`src/rtl/mux_sel_pipe_if.sv`:
```
// Handshake bundle for mux_sel_pipe. The upstream producer, the downstream consumer
// and the error-clear control are grouped here; clk and reset_n stay plain ports.
interface mux_sel_pipe_if #(
  parameter int WIDTH  = 32,
  parameter int NUM_IN = 5,
  parameter int SEL_W  = 3
);
  logic [SEL_W-1:0]        sel;
  logic [NUM_IN*WIDTH-1:0] in_flat;
  logic                    in_valid;
  logic                    in_ready;
  logic [WIDTH-1:0]        out;
  logic [SEL_W-1:0]        out_sel;
  logic                    out_err;
  logic                    out_valid;
  logic                    out_ready;
  logic                    sel_err;
  logic                    err_clr;

  modport master (
    output sel, in_flat, in_valid, out_ready, err_clr,
    input  in_ready, out, out_sel, out_err, out_valid, sel_err
  );

  modport slave (
    input  sel, in_flat, in_valid, out_ready, err_clr,
    output in_ready, out, out_sel, out_err, out_valid, sel_err
  );
endinterface

```
`src/rtl/mux_sel_pipe.sv`:
```
// N:1 word selector with a registered output stage and a one-deep skid buffer.
// Out-of-range selects yield DEFAULT_VAL, flag the beat and set a sticky error.
//
//   state    | meaning
//   ---------+-----------------------------------------------
//   ST_EMPTY | output register empty, skid empty
//   ST_BUSY  | output register holds a beat, skid empty
//   ST_FULL  | output register and skid both hold a beat
module mux_sel_pipe #(
  parameter int               WIDTH       = 32,
  parameter int               NUM_IN      = 5,
  parameter int               SEL_W       = 3,
  parameter logic [WIDTH-1:0] DEFAULT_VAL = '0
) (
  input logic            clk,
  input logic            reset_n,
  mux_sel_pipe_if.slave  bus
);

  typedef enum logic [1:0] {
    ST_EMPTY = 2'd0,
    ST_BUSY  = 2'd1,
    ST_FULL  = 2'd2
  } state_t;

  state_t           state;
  logic [WIDTH-1:0] out_q, skid_q;
  logic [SEL_W-1:0] out_sel_q, skid_sel_q;
  logic             out_err_q, skid_err_q;
  logic             out_valid_q, in_ready_q, sel_err_q;

  logic [WIDTH-1:0] new_word;
  logic             new_err;
  logic             accept, pop;

  assign accept = bus.in_valid & in_ready_q;
  assign pop    = out_valid_q & bus.out_ready;

  // Default to the out-of-range result; a matching legal channel overrides it.
  always_comb begin
    new_word = DEFAULT_VAL;
    new_err  = 1'b1;
    for (int k = 0; k < NUM_IN; k++) begin
      if (bus.sel == SEL_W'(k)) begin
        new_word = bus.in_flat[k*WIDTH +: WIDTH];
        new_err  = 1'b0;
      end
    end
  end

  always_ff @(posedge clk or negedge reset_n) begin
    if (!reset_n) begin
      state       <= ST_EMPTY;
      out_q       <= '0;
      out_sel_q   <= '0;
      out_err_q   <= 1'b0;
      skid_q      <= '0;
      skid_sel_q  <= '0;
      skid_err_q  <= 1'b0;
      out_valid_q <= 1'b0;
      in_ready_q  <= 1'b1;
      sel_err_q   <= 1'b0;
    end else begin
      // A new error outranks a clear in the same cycle.
      if (accept && new_err)
        sel_err_q <= 1'b1;
      else if (bus.err_clr)
        sel_err_q <= 1'b0;

      case (state)
        ST_EMPTY: begin
          if (accept) begin
            out_q       <= new_word;
            out_sel_q   <= bus.sel;
            out_err_q   <= new_err;
            out_valid_q <= 1'b1;
            state       <= ST_BUSY;
          end
        end
        ST_BUSY: begin
          if (pop) begin
            if (accept) begin
              out_q     <= new_word;
              out_sel_q <= bus.sel;
              out_err_q <= new_err;
            end else begin
              out_valid_q <= 1'b0;
              state       <= ST_EMPTY;
            end
          end else if (accept) begin
            skid_q     <= new_word;
            skid_sel_q <= bus.sel;
            skid_err_q <= new_err;
            in_ready_q <= 1'b0;
            state      <= ST_FULL;
          end
        end
        ST_FULL: begin
          if (pop) begin
            out_q      <= skid_q;
            out_sel_q  <= skid_sel_q;
            out_err_q  <= skid_err_q;
            in_ready_q <= 1'b1;
            state      <= ST_BUSY;
          end
        end
        default: begin
          out_valid_q <= 1'b0;
          in_ready_q  <= 1'b1;
          state       <= ST_EMPTY;
        end
      endcase
    end
  end

  assign bus.in_ready  = in_ready_q;
  assign bus.out       = out_q;
  assign bus.out_sel   = out_sel_q;
  assign bus.out_err   = out_err_q;
  assign bus.out_valid = out_valid_q;
  assign bus.sel_err   = sel_err_q;

endmodule

```
`src/flat_wrapper.sv`:
```
// flat-port wrapper written by rule: the top's interface ports become plain ports
module mux_sel_pipe_flat 
#(
  parameter int               WIDTH       = 32,
  parameter int               NUM_IN      = 5,
  parameter int               SEL_W       = 3,
  parameter logic [WIDTH-1:0] DEFAULT_VAL = '0
)
  (clk, reset_n, bus_sel, bus_in_flat, bus_in_valid, bus_out_ready, bus_err_clr, bus_in_ready, bus_out, bus_out_sel, bus_out_err, bus_out_valid, bus_sel_err);
  mux_sel_pipe_if #(.WIDTH(WIDTH), .NUM_IN(NUM_IN), .SEL_W(SEL_W)) bus_i ();
  input logic clk;
  input logic reset_n;
  input wire logic [$bits(bus_i.sel)-1:0] bus_sel;
  input wire logic [$bits(bus_i.in_flat)-1:0] bus_in_flat;
  input wire logic [$bits(bus_i.in_valid)-1:0] bus_in_valid;
  input wire logic [$bits(bus_i.out_ready)-1:0] bus_out_ready;
  input wire logic [$bits(bus_i.err_clr)-1:0] bus_err_clr;
  output wire logic [$bits(bus_i.in_ready)-1:0] bus_in_ready;
  output wire logic [$bits(bus_i.out)-1:0] bus_out;
  output wire logic [$bits(bus_i.out_sel)-1:0] bus_out_sel;
  output wire logic [$bits(bus_i.out_err)-1:0] bus_out_err;
  output wire logic [$bits(bus_i.out_valid)-1:0] bus_out_valid;
  output wire logic [$bits(bus_i.sel_err)-1:0] bus_sel_err;
  assign bus_i.sel = bus_sel;
  assign bus_i.in_flat = bus_in_flat;
  assign bus_i.in_valid = bus_in_valid;
  assign bus_i.out_ready = bus_out_ready;
  assign bus_i.err_clr = bus_err_clr;
  assign bus_in_ready = bus_i.in_ready;
  assign bus_out = bus_i.out;
  assign bus_out_sel = bus_i.out_sel;
  assign bus_out_err = bus_i.out_err;
  assign bus_out_valid = bus_i.out_valid;
  assign bus_sel_err = bus_i.sel_err;
  mux_sel_pipe #(.WIDTH(WIDTH), .NUM_IN(NUM_IN), .SEL_W(SEL_W), .DEFAULT_VAL(DEFAULT_VAL)) u_core (.clk(clk), .reset_n(reset_n), .bus(bus_i));
endmodule
```
`config.mk`:
```
export PLATFORM = sky130hd
export DESIGN_NAME = mux_sel_pipe_flat
export DESIGN_NICKNAME = d
export VERILOG_FILES = /design/src/rtl/mux_sel_pipe_if.sv /design/src/rtl/mux_sel_pipe.sv /design/src/flat_wrapper.sv
export SDC_FILE = /design/constraint.sdc
export NUM_CORES = 1
export LEC_CHECK = 0
export BUFFER_PORTS_ARGS = -buffer_cell sky130_fd_sc_hd__buf_4
export CAP_MARGIN = 15
export CORE_ASPECT_RATIO = 0.9
export CORE_MARGIN = 2
export CORE_UTILIZATION = 35
export CTS_BUF_LIST = sky130_fd_sc_hd__clkbuf_16
export CTS_CLUSTER_SIZE = 8
export DETAILED_ROUTE_END_ITERATION = 12
export SLEW_MARGIN = 10
export SYNTH_ARGS = -nofsm -noshare
export SYNTH_HDL_FRONTEND = slang
export SYNTH_SLANG_ARGS = --single-unit
```
`constraint.sdc`:
```
create_clock -name clk -period 1.9 [get_ports clk]
set_clock_uncertainty 0.05 [all_clocks]
set_input_delay 0.19 -clock clk [delete_from_list [all_inputs] [get_ports clk]]
set_output_delay 0.19 -clock clk [all_outputs]
set_load 0.02 [all_outputs]
```
# Word-level counts from Yosys, hierarchy flattened
# Cells that the tools add are included.
# word_totals
latch_bits	0
mem_bits_ro	0
mem_count	0
ram_bits	0
register_bits	77
output_inout_bits	39
inputBits	168
# op_classes
n_shift	0
magnitude_cmp	0
bitwise_logic	5
n_eq_ne	14
mul	0
muxes	38
reduce_logical	10
addsub	0
div_mod_pow	0
# ops
op	count
$mux W32	8
$pmux W32 S3	1
$mux W1	16
$reduce_and A4 Y1	3
$mux W2	5
$mux W3	3
$pmux W1 S3	3
$pmux W3 S3	1
$ne A2 B1 Y1 const B	4
$eq A3 B2 Y1 const B	2
$pmux W2 S3	1
$reduce_and A3 Y1	2
$ne A2 B2 Y1 const B	2
$eq A3 B1 Y1 const B	1
$eq A3 B3 Y1 const B	1
$logic_not A3 Y1	1
$ne A3 B1 Y1 const B	1
$ne A3 B3 Y1 const B	1
$not A1 Y1	3
$reduce_bool A3 Y1	1
$and A1 B1 Y1	2
$eq A2 B1 Y1 const B	1
$eq A2 B2 Y1 const B	1
$logic_not A2 Y1	1
other kinds (2)	2

# Longest topological paths before layout
# Gate-level depths: netlist of run 1.
# depth
word_depth	9
mapped_depth	7
ltp_nobuf	4

# Least setup slack after synthesis of run 1
# No wires, ideal clock.
# synth_timing
path_kind	reg-to-reg
start	reg u_core.in_ready_q (netlist: u_core.bus.in_ready)
end	reg u_core.skid_sel_q[0]
stages_incl_launch_ff	5
setup_slack_ps	307
setup_time_ps	127
period_less_slack_ps	1593
t_arrival_ps	1415
path_cell_list	dfstp_2 > and3b_2 > nand2_2 > buf_4 > mux2_1
# synth_via
elab_chain_len	2
# synth_rtl
item	line_no	source
from (decl)	mux_sel_pipe.sv:30	logic out_valid_q, in_ready_q, sel_err_q;
from (signal assigned)	mux_sel_pipe.sv:61	in_ready_q <= 1'b1;
from (signal assigned)	mux_sel_pipe.sv:94	in_ready_q <= 1'b0;
from (signal assigned)	mux_sel_pipe.sv:103	in_ready_q <= 1'b1;
$and A1 B1 Y1	mux_sel_pipe.sv:36	assign accept = bus.in_valid & in_ready_q;
$reduce_and A3 Y1 (no source line)	-	
to (signal assigned)	mux_sel_pipe.sv:92	skid_sel_q <= bus.sel;
to (decl)	mux_sel_pipe.sv:28	logic [SEL_W-1:0] out_sel_q, skid_sel_q;
# No other way between the ends.
# A chain may end at the register's enable or synchronous reset.

# Final worst setup path of run 1
# layout_timing
start	reg u_core.state[0]
end	reg u_core.out_q[21] (netlist: u_core.bus.out[21])
# layout_via
elab_chain_len	3
elab_cells_between_ends	8
classes_between	eq/ne (4); mux (1); reduce/logical (3)
# layout_rtl
item	line_no	source
from (decl)	mux_sel_pipe.sv:26	state_t state;
from (signal assigned)	mux_sel_pipe.sv:53	state <= ST_EMPTY;
from (signal assigned)	mux_sel_pipe.sv:77	state <= ST_BUSY;
from (signal assigned)	mux_sel_pipe.sv:88	state <= ST_EMPTY;
$eq A2 B1 Y1 (tied with other cells)	mux_sel_pipe.sv:70	case (state)
$ne A2 B1 Y1 (no source line) or $reduce_bool A3 Y1 (tied branches)	-	
$reduce_and A3 Y1 (no source line)	-	
to (signal assigned)	mux_sel_pipe.sv:73	out_q <= new_word;
to (signal assigned)	mux_sel_pipe.sv:83	out_q <= new_word;
to (signal assigned)	mux_sel_pipe.sv:100	out_q <= skid_q;
to (decl)	mux_sel_pipe.sv:27	logic [WIDTH-1:0] out_q, skid_q;
# Parallel ways exist; a longest one is shown, timed or not.

==> impl_metrics.toml, run 1 <==
[outcome]
status = "completed"

[routing]
wl_per_cell_um = 17.7
finalWirelength_mm = 15.2
vias = 4493
drcViolationCount = 0
drtIter0Drc = 240
detail-route-antenna-nets = 0
viasPerCell = 5.24
firstDrtPassIters = 4

[setup_path]
critPathLaunchType = "register"
path_depth = 4
critPathTopFamily = "flip-flops"
reg2reg_to = "u_core.bus.out[21]$_DFFE_PN0P_"
cp.buffers_inverters = 1
slowest_delay_ps = 480
cp_cell_sequence = "a21boi_4 -> nand2b_2 -> buf_12 -> o211ai_2"
startpoint = "u_core.state[0]$_DFFE_PN0P_"
r2r-start = "u_core.state[0]$_DFFE_PN0P_"
rrSetupSlack_ps = 200
critPathKind = "reg2reg"
crit_arrival_ps = 1860
critPathCapture = "u_core.bus.out[21]$_DFFE_PN0P_"
cpMaxStageDelayCell = "dfrtp_1"
end_kind = "register"
worstRegToRegCells = 4
cp_data_required_time_ps = 2060
crit_fanout = 15

[die]
rows = 39
die_y_um = 111
die_width_um = 123
start_util_pct = 35.5
fp.coreArea_um2 = 12600
pin_count = 207
die_area_um2 = 13700

[yosys]
synth.avg_cell_area_um2 = 9.05
synth_seq_cells = 77
synth.distinct_cells = 37
synth_warnings = 0
synth_area_um2 = 4460
ys_seq_area_share_pct = 43.2
synth_nets = 661
syn_inst = 493

[cts]
clockRootBuffer = "clkbuf_16"
clkLatencyLatePin_ps = 330
cts-hold-fix-buffers = 2
cts.path.max_buffers = 2
ctsResizeCount = 0
post_cts_buffers = 0
numCtsBuffers = 9
clk_pin_slew_ps = 60
htreeDepth = 3
cts_sinks = 77
cts_tree = "done"

[timing]
max_slew_margin_pct = 74.6
grt_setup_unrepaired = "false"
tightestPinTransition_ps = 381
post-route-period-util_pct = 89.5
finalMaxSlewViolations = 0
setup_viol = 0
final_hold_viol_count = 0
setup_tns_ps = 0
post-route-min-period_ps = 1700
max_clock_freq_mhz = 588

[global_route]
grt_max_degree = 35
grt_pass1_vias = 4617
grt_pass1_wl_mm = 24.2
grt_use_total_pct = 22.5
antenna_found_initial = 0
gr-total-overflow = 0

[placement]
dpl.hpwl_mm = 11.1
dp_cells = 839
globalplace.congestion = 0.851
port-buffer-count = 206

[layout]
nNetsFinal = 856
area_growth_pct = 47.1
layout_common_cells = "buf_4 (218), nand2_1 (79), dfrtp_1 (76)"
drive_above_1_share_pct = 40.4
fin_cells = 857
diodes = 0
final_common_cell = "buf_4"

[pwr]
power.density_nw_per_um2 = 599
leakagePower_nw = 3.21
peakVddDrop_mv = 0.377

[min_path]
min_path_cells = 3
min_path_type = "in2reg"

[flow_run]
maxCapViolations = 0
-- cell usage after synthesis, drive strengths merged --
| library cell | number | area share (%) |
|---|---|---|
| nand4b | 1 | 0.20 |
| or3 | 1 | 0.14 |
| nor2 | 70 | 5.9 |
| and3b | 1 | 0.22 |
| nand2b | 3 | 0.42 |
| a211oi | 1 | 0.17 |
| dfstp | 1 | 0.59 |
| nor3 | 1 | 0.11 |
| inv | 1 | 0.084 |
| buf | 27 | 3.4 |
| o211ai | 31 | 8.2 |
| mux2 | 5 | 1.3 |
| o21ai | 34 | 3.8 |
| mux2i | 33 | 7.4 |
| o21a | 1 | 0.17 |
| nor2b | 1 | 0.14 |
| o2bb2ai | 30 | 5.9 |
| a21boi | 1 | 0.42 |
| o221a | 1 | 0.25 |
| nand3b | 2 | 0.62 |
| or2 | 1 | 0.14 |
| dfrtp | 76 | 43 |
| nand2 | 80 | 6.8 |
| nand3 | 31 | 3.5 |
| o22ai | 33 | 4.6 |
| a31oi | 5 | 0.70 |
| a21oi | 4 | 0.45 |
| clkbuf | 16 | 1.4 |
| nor3b | 1 | 0.42 |
-- flip-flops by register name, indices dropped and copies added, names as in the netlist --
name / count
u_core.state: 2
u_core.bus.in_ready: 1
u_core.bus.sel_err: 1
u_core.skid_err_q: 1
u_core.bus.out_sel: 3
u_core.bus.out_err: 1
u_core.bus.out_valid: 1
u_core.skid_sel_q: 3
u_core.skid_q: 32
u_core.bus.out: 32
-- layer usage --
metal  wire length (um)  part of all wire [%]  vias up  global-route usage [%]
met5                  0                     0        -                       0
met3                698                   4.6       14                    3.03
met4                200                   1.3        0                    5.61
li1                   -                     -     2179                       -
met1               6790                    45     2181                    30.1
met2               7500                    49      119                    38.2
-- final cells by class --
type / instances / area, um^2
Fill cell: 1158 / 6020
Multi-Input combinational cell: 372 / 2340
Sequential cell: 77 / 1930
Timing Repair Buffer: 227 / 1800
Clock buffer: 9 / 225
Tap cell: 164 / 205
Clock inverter: 7 / 67.6
Inverter: 1 / 3.75
-- cell families (layout without fill, tap and decap cells) --
kind of cell    after synthesis  after routing  share of synthesized area (%)
compound gates              141            141                           24.7
buf+inv                      44            244                           4.85
flops                        77             77                           43.2
simple gates                193            193                           18.6
mux                          38             38                           8.66
-- worst min-delay path by stage --
| stage | start | to | slack (ps) |
|---|---|---|---|
| 4_1_cts | bus_sel[1] | u_core.bus.out_sel[1]$_DFFE_PN0P_ | 120 |
| 3_3_place_gp | reset_n | u_core.bus.out[19]$_DFFE_PN0P_ | 80 |
| 3_5_place_dp | reset_n | u_core.bus.out[24]$_DFFE_PN0P_ | 80 |
| 5_1_grt | bus_sel[1] | u_core.skid_sel_q[1]$_DFFE_PN0P_ | 140 |
| 2_1_floorplan | reset_n | u_core.bus.out[0]$_DFFE_PN0P_ | -160 |
| 6_report | bus_out_ready | u_core.bus.in_ready$_DFFE_PN1P_ | 130 |
-- worst min-delay path: stages --
cell and delay (ps):
buf_4 140, nand2_1 110, a21oi_1 70
-- where the power goes --
group | leakage (nW) | switching (W) | internal, W
sequential | 1.07 | 0.0000000000000000000262 | 0.00164
clock | 0.143 | 0.000671 | 0.00101
combinational | 1.99 | 0.000282 | 0.000334
total | 3.21 | 0.000953 | 0.00298
-- metrics by stage --
stage          hold WS (ps)  util (%)  worst slack (ps)  power [W]  instance area [um^2]
2_1_floorplan          -156         -               307    0.00190                  4460
3_3_place_gp           77.7      49.7               280    0.00228                  6250
3_5_place_dp           81.2      49.7               199    0.00229                  6250
4_1_cts                 119      52.2               193    0.00396                  6570
5_1_grt                 135      52.2              52.4    0.00408                  6570
6_report                127      52.2               200    0.00394                  6570
Power figures use the tool's default switching activity.
==> inputs of run 2 (changes only) <==
Settings changed: ABC_AREA set to 1.
==> run 2 against run 1 <==
Against the previous run: flip-flop and latch count is the same; sequential power is essentially flat; utilization shrank 0.56 points; power shrank 5.1%; critical path depth grew 5; routed wire length grew 8.4%; register-to-register slack gained 110 ps; combinational power shrank 3.4%; non-clock buffer count grew 6; maximum frequency grew 6.9%.
==> impl_metrics.toml, run 2 <==
[cts]
cts-hold-fix-buffers = 2
numCtsBuffers = 9
cts_sinks = 77
clockRootBuffer = "clkbuf_16"
clk_pin_slew_ps = 60
clkLatencyLatePin_ps = 330
htreeDepth = 3
ctsResizeCount = 0
cts.path.max_buffers = 2
cts_tree = "done"
post_cts_buffers = 0

[timing]
finalMaxSlewViolations = 0
tightestPinTransition_ps = 425
post-route-period-util_pct = 83.7
max_slew_margin_pct = 71.7
final_hold_viol_count = 0
max_clock_freq_mhz = 629
grt_setup_unrepaired = "false"
setup_viol = 0
post-route-min-period_ps = 1590
setup_tns_ps = 0

[yosys]
synth.avg_cell_area_um2 = 6.54
ys_seq_area_share_pct = 40.3
yosysTopAreaCellShare_pct = 39.8
synth_top_area_cell = "dfrtp_1"
synth_area_um2 = 4780
post-synth-top-count-cell = "nand2_1"
synth_nets = 899
ys_top_cells_by_area = "dfrtp_1 (40%), nand2_1 (19%), nand4_1 (8.4%)"
synth_seq_cells = 77
ys_top_cells_by_count = "nand2_1 (244), dfrtp_1 (76), nor2_1 (75)"
ys.flop_type = "dfrtp_1"
synth_edf_count = 0
synth.distinct_cells = 17
synthArstFlopShare_pct = 100
synth_warnings = 0
syn_inst = 731

[setup_path]
cp_data_required_time_ps = 2120
cpMaxStageDelayCell = "dfstp_2"
reg2reg_to = "u_core.bus.out[8]$_DFFE_PN0P_"
end_kind = "register"
r2r-start = "u_core.bus.in_ready$_DFFE_PN1P_"
critPathKind = "reg2reg"
cp_common_cell = "nand2_1"
crit_fanout = 25
critPathLaunchType = "register"
worstRegToRegCells = 9
cp_cell_sequence = "nand2_1 -> nor2_1 -> nand2_1 -> nand2_2 -> inv_2 -> buf_4 -> a21oi_1 -> nand2_1 -> nand2_1"
rrSetupSlack_ps = 310
crit_arrival_ps = 1810
slowest_delay_ps = 550

[die]
die_y_um = 115
start_util_pct = 35.8
die_area_um2 = 14600
pin_count = 207
fp.coreArea_um2 = 13400
rows = 40
die_width_um = 127

[layout]
diodes = 0
fillers = 1390
drive_above_1_share_pct = 27.0
area_growth_pct = 44.2
final_common_cell = "nand2_1"
layout_common_cells = "nand2_1 (244), buf_4 (225), inv_1 (76), dfrtp_1 (76), nor2_1 (72)"
final_core_util_pct = 51.6
nNetsFinal = 1097

[routing]
detail-route-antenna-nets = 0
finalWirelength_mm = 16.5
vias = 5447
wl_per_cell_um = 14.9
firstDrtPassIters = 4
viasPerCell = 4.94
drtIter0Drc = 339
drcViolationCount = 0

[global_route]
grt_max_degree = 43
grt_pass1_wl_mm = 26.3
grt_pass1_vias = 5142
grt_use_total_pct = 22.8
antenna_found_initial = 0
gr-total-overflow = 0

[placement]
port-buffer-count = 206
dpl.hpwl_mm = 11.8
globalplace.congestion = 0.821

[pwr]
leakagePower_nw = 3.81
peakVddDrop_mv = 0.487
power.density_nw_per_um2 = 542

[min_path]
hold_end = "u_core.bus.sel_err$_DFFE_PN0P_"
min_path_type = "in2reg"
hold_start = "bus_in_valid"
min_path_cells = 3

[outcome]
status = "completed"

[flow_run]
maxCapViolations = 0
run 2: cell types whose count changed in the layout (fill, tap and decap cells not counted), moves of 4 or more:
cell,previous run,this run
o21ai_0,4,35
o211ai_1,4,0
inv_2,0,4
nand3_1,31,69
o21ai_1,29,5
o2bb2ai_1,30,0
o211ai_2,27,0
nand2_1,79,244
inv_1,2,76
o22ai_1,33,0
mux2i_1,33,0
nand4_1,0,64
a21oi_1,4,32
buf_4,218,225
run 2: logic make-up (layout without fill, tap and decap cells):
group / Yosys count / count (layout) / share of synthesized area [%]
buffers and inverters: 123 / 326 / 10.4
DFF: 77 / 77 / 40.3
AOI/OAI and AO/OA: 76 / 76 / 8.06
and+or+nand+nor: 455 / 455 / 41.2
run 2: worst max-delay path by stage:
stage	to	from	slack, ps
floorplan	u_core.bus.out[11]$_DFFE_PN0P_	u_core.bus.in_ready$_DFFE_PN1P_	330
detailed placement	u_core.skid_q[25]$_DFFE_PN0P_	bus_sel[2]	300
global placement	u_core.bus.out[31]$_DFFE_PN0P_	bus_sel[2]	330
CTS	u_core.bus.out[9]$_DFFE_PN0P_	u_core.bus.in_ready$_DFFE_PN1P_	300
global route	u_core.bus.out[8]$_DFFE_PN0P_	u_core.bus.in_ready$_DFFE_PN1P_	170
finish	u_core.bus.out[8]$_DFFE_PN0P_	u_core.bus.in_ready$_DFFE_PN1P_	310
run 2: power breakdown:
part	internal [W]	switching, W
clock network	0.000854	0.000646
registers	0.00164	0.0000000000000000000234
logic	0.000311	0.000284
run 2: through the flow:
| stage | setup WS, ps | hold slack (ps) | instances | cell area, um^2 | total power [W] |
|---|---|---|---|---|---|
| detailed placement | 305 | 113 | 1084 | 6620 | 0.00226 |
| global placement | 327 | 111 | 1084 | 6620 | 0.00226 |
| floorplan | 334 | -156 | 731 | 4780 | 0.00187 |
| CTS | 302 | 97.3 | 1102 | 6890 | 0.00377 |
| global route | 170 | 125 | 1102 | 6890 | 0.00392 |
| finish | 310 | 108 | 1102 | 6890 | 0.00374 |
run 2: cell type report:
cell class	instances	area (um^2)	area share, %
Clock buffer	9	225	3.27
Clock inverter	7	27.5	0.399
Inverter	77	289	4.19
Multi-Input combinational cell	531	2380	34.6
Sequential cell	77	1930	28.0
Tap cell	168	210	3.05
Timing Repair Buffer	233	1830	26.5
run 2: per-layer routing:
layer / track usage (%) / wire, um
met2: 37.3 / 7610
met5: 0 / 0
met1: 30.8 / 7660
met4: 5.20 / 162
met3: 5.82 / 1040
run 2: critical path, delay by kind of cell (launching register included):
| family | cells | cell delay (ps) |
|---|---|---|
| simple gates | 6 | 510 |
| buf+inv | 2 | 260 |
| compound gates | 1 | 150 |
| flops | 1 | 550 |
==> inputs of run 3 (changes only) <==
Settings changed: ABC_AREA 1 to 0, PLACE_DENSITY set to 0.65.
Clock period 1.9 ns to 1.3 ns, I/O delays scaled along.
==> run 3 against run 2 <==
Against the previous run: largest cell class unchanged; cell count down 19%; non-clock buffer count up 27; critical path depth shrank 5; flip-flop and latch count is the same; critical path type unchanged; power increased by 54%; maximum frequency increased by 6.8%; the flow now finishes with violations (negative setup slack); die area is 6.4% lower; count of clock-buffer cells in the layout did not move.
==> impl_metrics.toml, run 3 (synthesis gave the netlist of run 1 again) <==
[pwr]
peakVddDrop_mv = 0.621
leakagePower_nw = 3.44
clkPwrFrac_pct = 42.2
p_sw_share_pct = 24.1
seq_power_share_pct = 41.7
p_switching_w = 0.00139
p_comb_share_pct = 16.1
intPower_w = 0.00436
power.density_nw_per_um2 = 817

[die]
die_area_um2 = 13700
die_width_um = 123
fp.coreArea_um2 = 12600
rows = 39
pin_count = 207
die_y_um = 111
start_util_pct = 35.5

[routing]
wl_per_cell_um = 17.7
drtIter0Drc = 238
viasPerCell = 5.27
finalWirelength_mm = 15.7
firstDrtPassIters = 4
detail-route-antenna-nets = 0
vias = 4685
drcViolationCount = 0

[min_path]
min_path_type = "in2reg"
hold_end = "u_core.bus.out_sel[1]$_DFFE_PN0P_"
hold_start = "bus_sel[1]"
min_path_cells = 3

[setup_path]
r2r-start = "u_core.bus.in_ready$_DFFE_PN1P_"
end_kind = "register"
slowest_delay_ps = 560
crit_fanout = 4
cp_cell_sequence = "nand3b_4 -> o21a_4 -> or3_1 -> o221a_2"
cp_data_required_time_ps = 1480
critPathKind = "reg2reg"
crit_arrival_ps = 1660
reg2reg_to = "u_core.bus.out[1]$_DFFE_PN0P_"
worstRegToRegCells = 4
rrSetupSlack_ps = -190
cpMaxStageDelayCell = "dfstp_2"
critPathLaunchType = "register"

[global_route]
grt_max_degree = 32
gr-total-overflow = 0
grt_pass1_wl_mm = 24.0
grt_pass1_vias = 4743
grt_use_total_pct = 22.5
antenna_found_initial = 0

[timing]
setup_tns_ps = -10520
setup_slack_ps = -189
max_slew_margin_pct = 69.6
final_hold_viol_count = 0
post-route-period-util_pct = 115
setup_viol = 76
grt_setup_unrepaired = "true"
post-route-min-period_ps = 1490
finalMaxSlewViolations = 0
max_clock_freq_mhz = 672
tightestPinTransition_ps = 457

[layout]
final_common_cell = "buf_4"
multiInputGateArea_um2 = 2450
fillers = 1143
drive_above_1_share_pct = 46.1
nNetsFinal = 889
layout_common_cells = "buf_4 (236), nand2_1 (74), dfrtp_1 (74)"
regArea_um2 = 1930
diodes = 0
stdcell_area_um2 = 7040
area_growth_pct = 57.7

[placement]
globalplace.congestion = 0.819
port-buffer-count = 206
placed_cell_area_um2 = 6500
dpl.hpwl_mm = 11.5
preCtsSetupSlack_ps = -213

[outcome]
status = "finished with violations"
violations = "negative setup slack"

[cts]
htreeDepth = 3
cts.path.max_buffers = 2
cts_tree = "done"
cts_sinks = 77
clk_pin_slew_ps = 60
numCtsBuffers = 9
clockRootBuffer = "clkbuf_16"
clkLatencyLatePin_ps = 330

[flow_run]
maxCapViolations = 0
## run 3: changes by cell type in the layout (fill, tap and decap cells not counted), sizes merged, moves of 33 or more
cell   before  now
o22ai       0   33
mux2i       0   33
inv        80    2
nand2     245   80
nand3      69   31
nand4      64    0
## run 3: area by class of cell
cell class                 count  area share [%]
tap                          164            2.92
multi-input combinational    372            34.8
sequential                    77            27.4
timing repair buffer         260            30.8
clock buffer                   9            3.20
inverter                       1          0.0533
clock inverter                 6           0.800
## run 3: repair_timing
item	CTS	global route
gates resized for setup	14	24
pin swaps	4	14
setup buffers	4	5
endpoints found under the hold margin	29	0
endpoints found under the setup margin	74	77
hold buffers	2	0
gates cloned	0	2
## run 3: how the worst max path moves through the flow
stage                                                from                               end  depth (start not counted)
final                     u_core.bus.in_ready$_DFFE_PN1P_     u_core.bus.out[1]$_DFFE_PN0P_                          4
after global routing      u_core.bus.in_ready$_DFFE_PN1P_     u_core.skid_q[30]$_DFFE_PN0P_                          5
after global placement    u_core.bus.in_ready$_DFFE_PN1P_     u_core.bus.out[1]$_DFFE_PN0P_                          4
after detailed placement  u_core.bus.in_ready$_DFFE_PN1P_     u_core.bus.out[0]$_DFFE_PN0P_                          4
after floorplan           u_core.bus.in_ready$_DFFE_PN1P_  u_core.skid_sel_q[0]$_DFFE_PN0P_                          4
after CTS                 u_core.bus.in_ready$_DFFE_PN1P_     u_core.bus.out[1]$_DFFE_PN0P_                          4
## run 3: worst max-delay path, delay by kind of cell, from the launching register on
family           cells  cell delay, ps
flip-flops           1             560
AND/OR/NAND/NOR      2             410
AO/OA/AOI/OAI        2             360
## run 3: per-stage QoR
stage          hold WS [ps]  std cells  power (W)  util (%)
2_1_floorplan          -216        493    0.00278         -
3_3_place_gp           53.4        863    0.00334      51.6
3_5_place_dp           62.7        863    0.00336      51.6
4_1_cts                59.7        884    0.00581      54.6
5_1_grt                79.7        889    0.00599      55.9
6_report               64.8        889    0.00575      55.9
## run 3: power groups by stage
stage          clock network, W  logic (W)  registers [W]
5_1_grt                 0.00259    0.00101        0.00240
3_5_place_dp                  0   0.000923        0.00244
4_1_cts                 0.00249   0.000930        0.00240
6_report                0.00243   0.000925        0.00240
3_3_place_gp                  0   0.000902        0.00244
2_1_floorplan                 0   0.000338        0.00244
## run 3: metal layers
metal	global-route usage, %	vias to the layer above	share of wire [%]
li1	-	2236	-
met1	29.2	2286	42
met2	38.1	150	50
met3	4.99	13	7.0
met4	5.00	0	1.1
met5	0	-	0
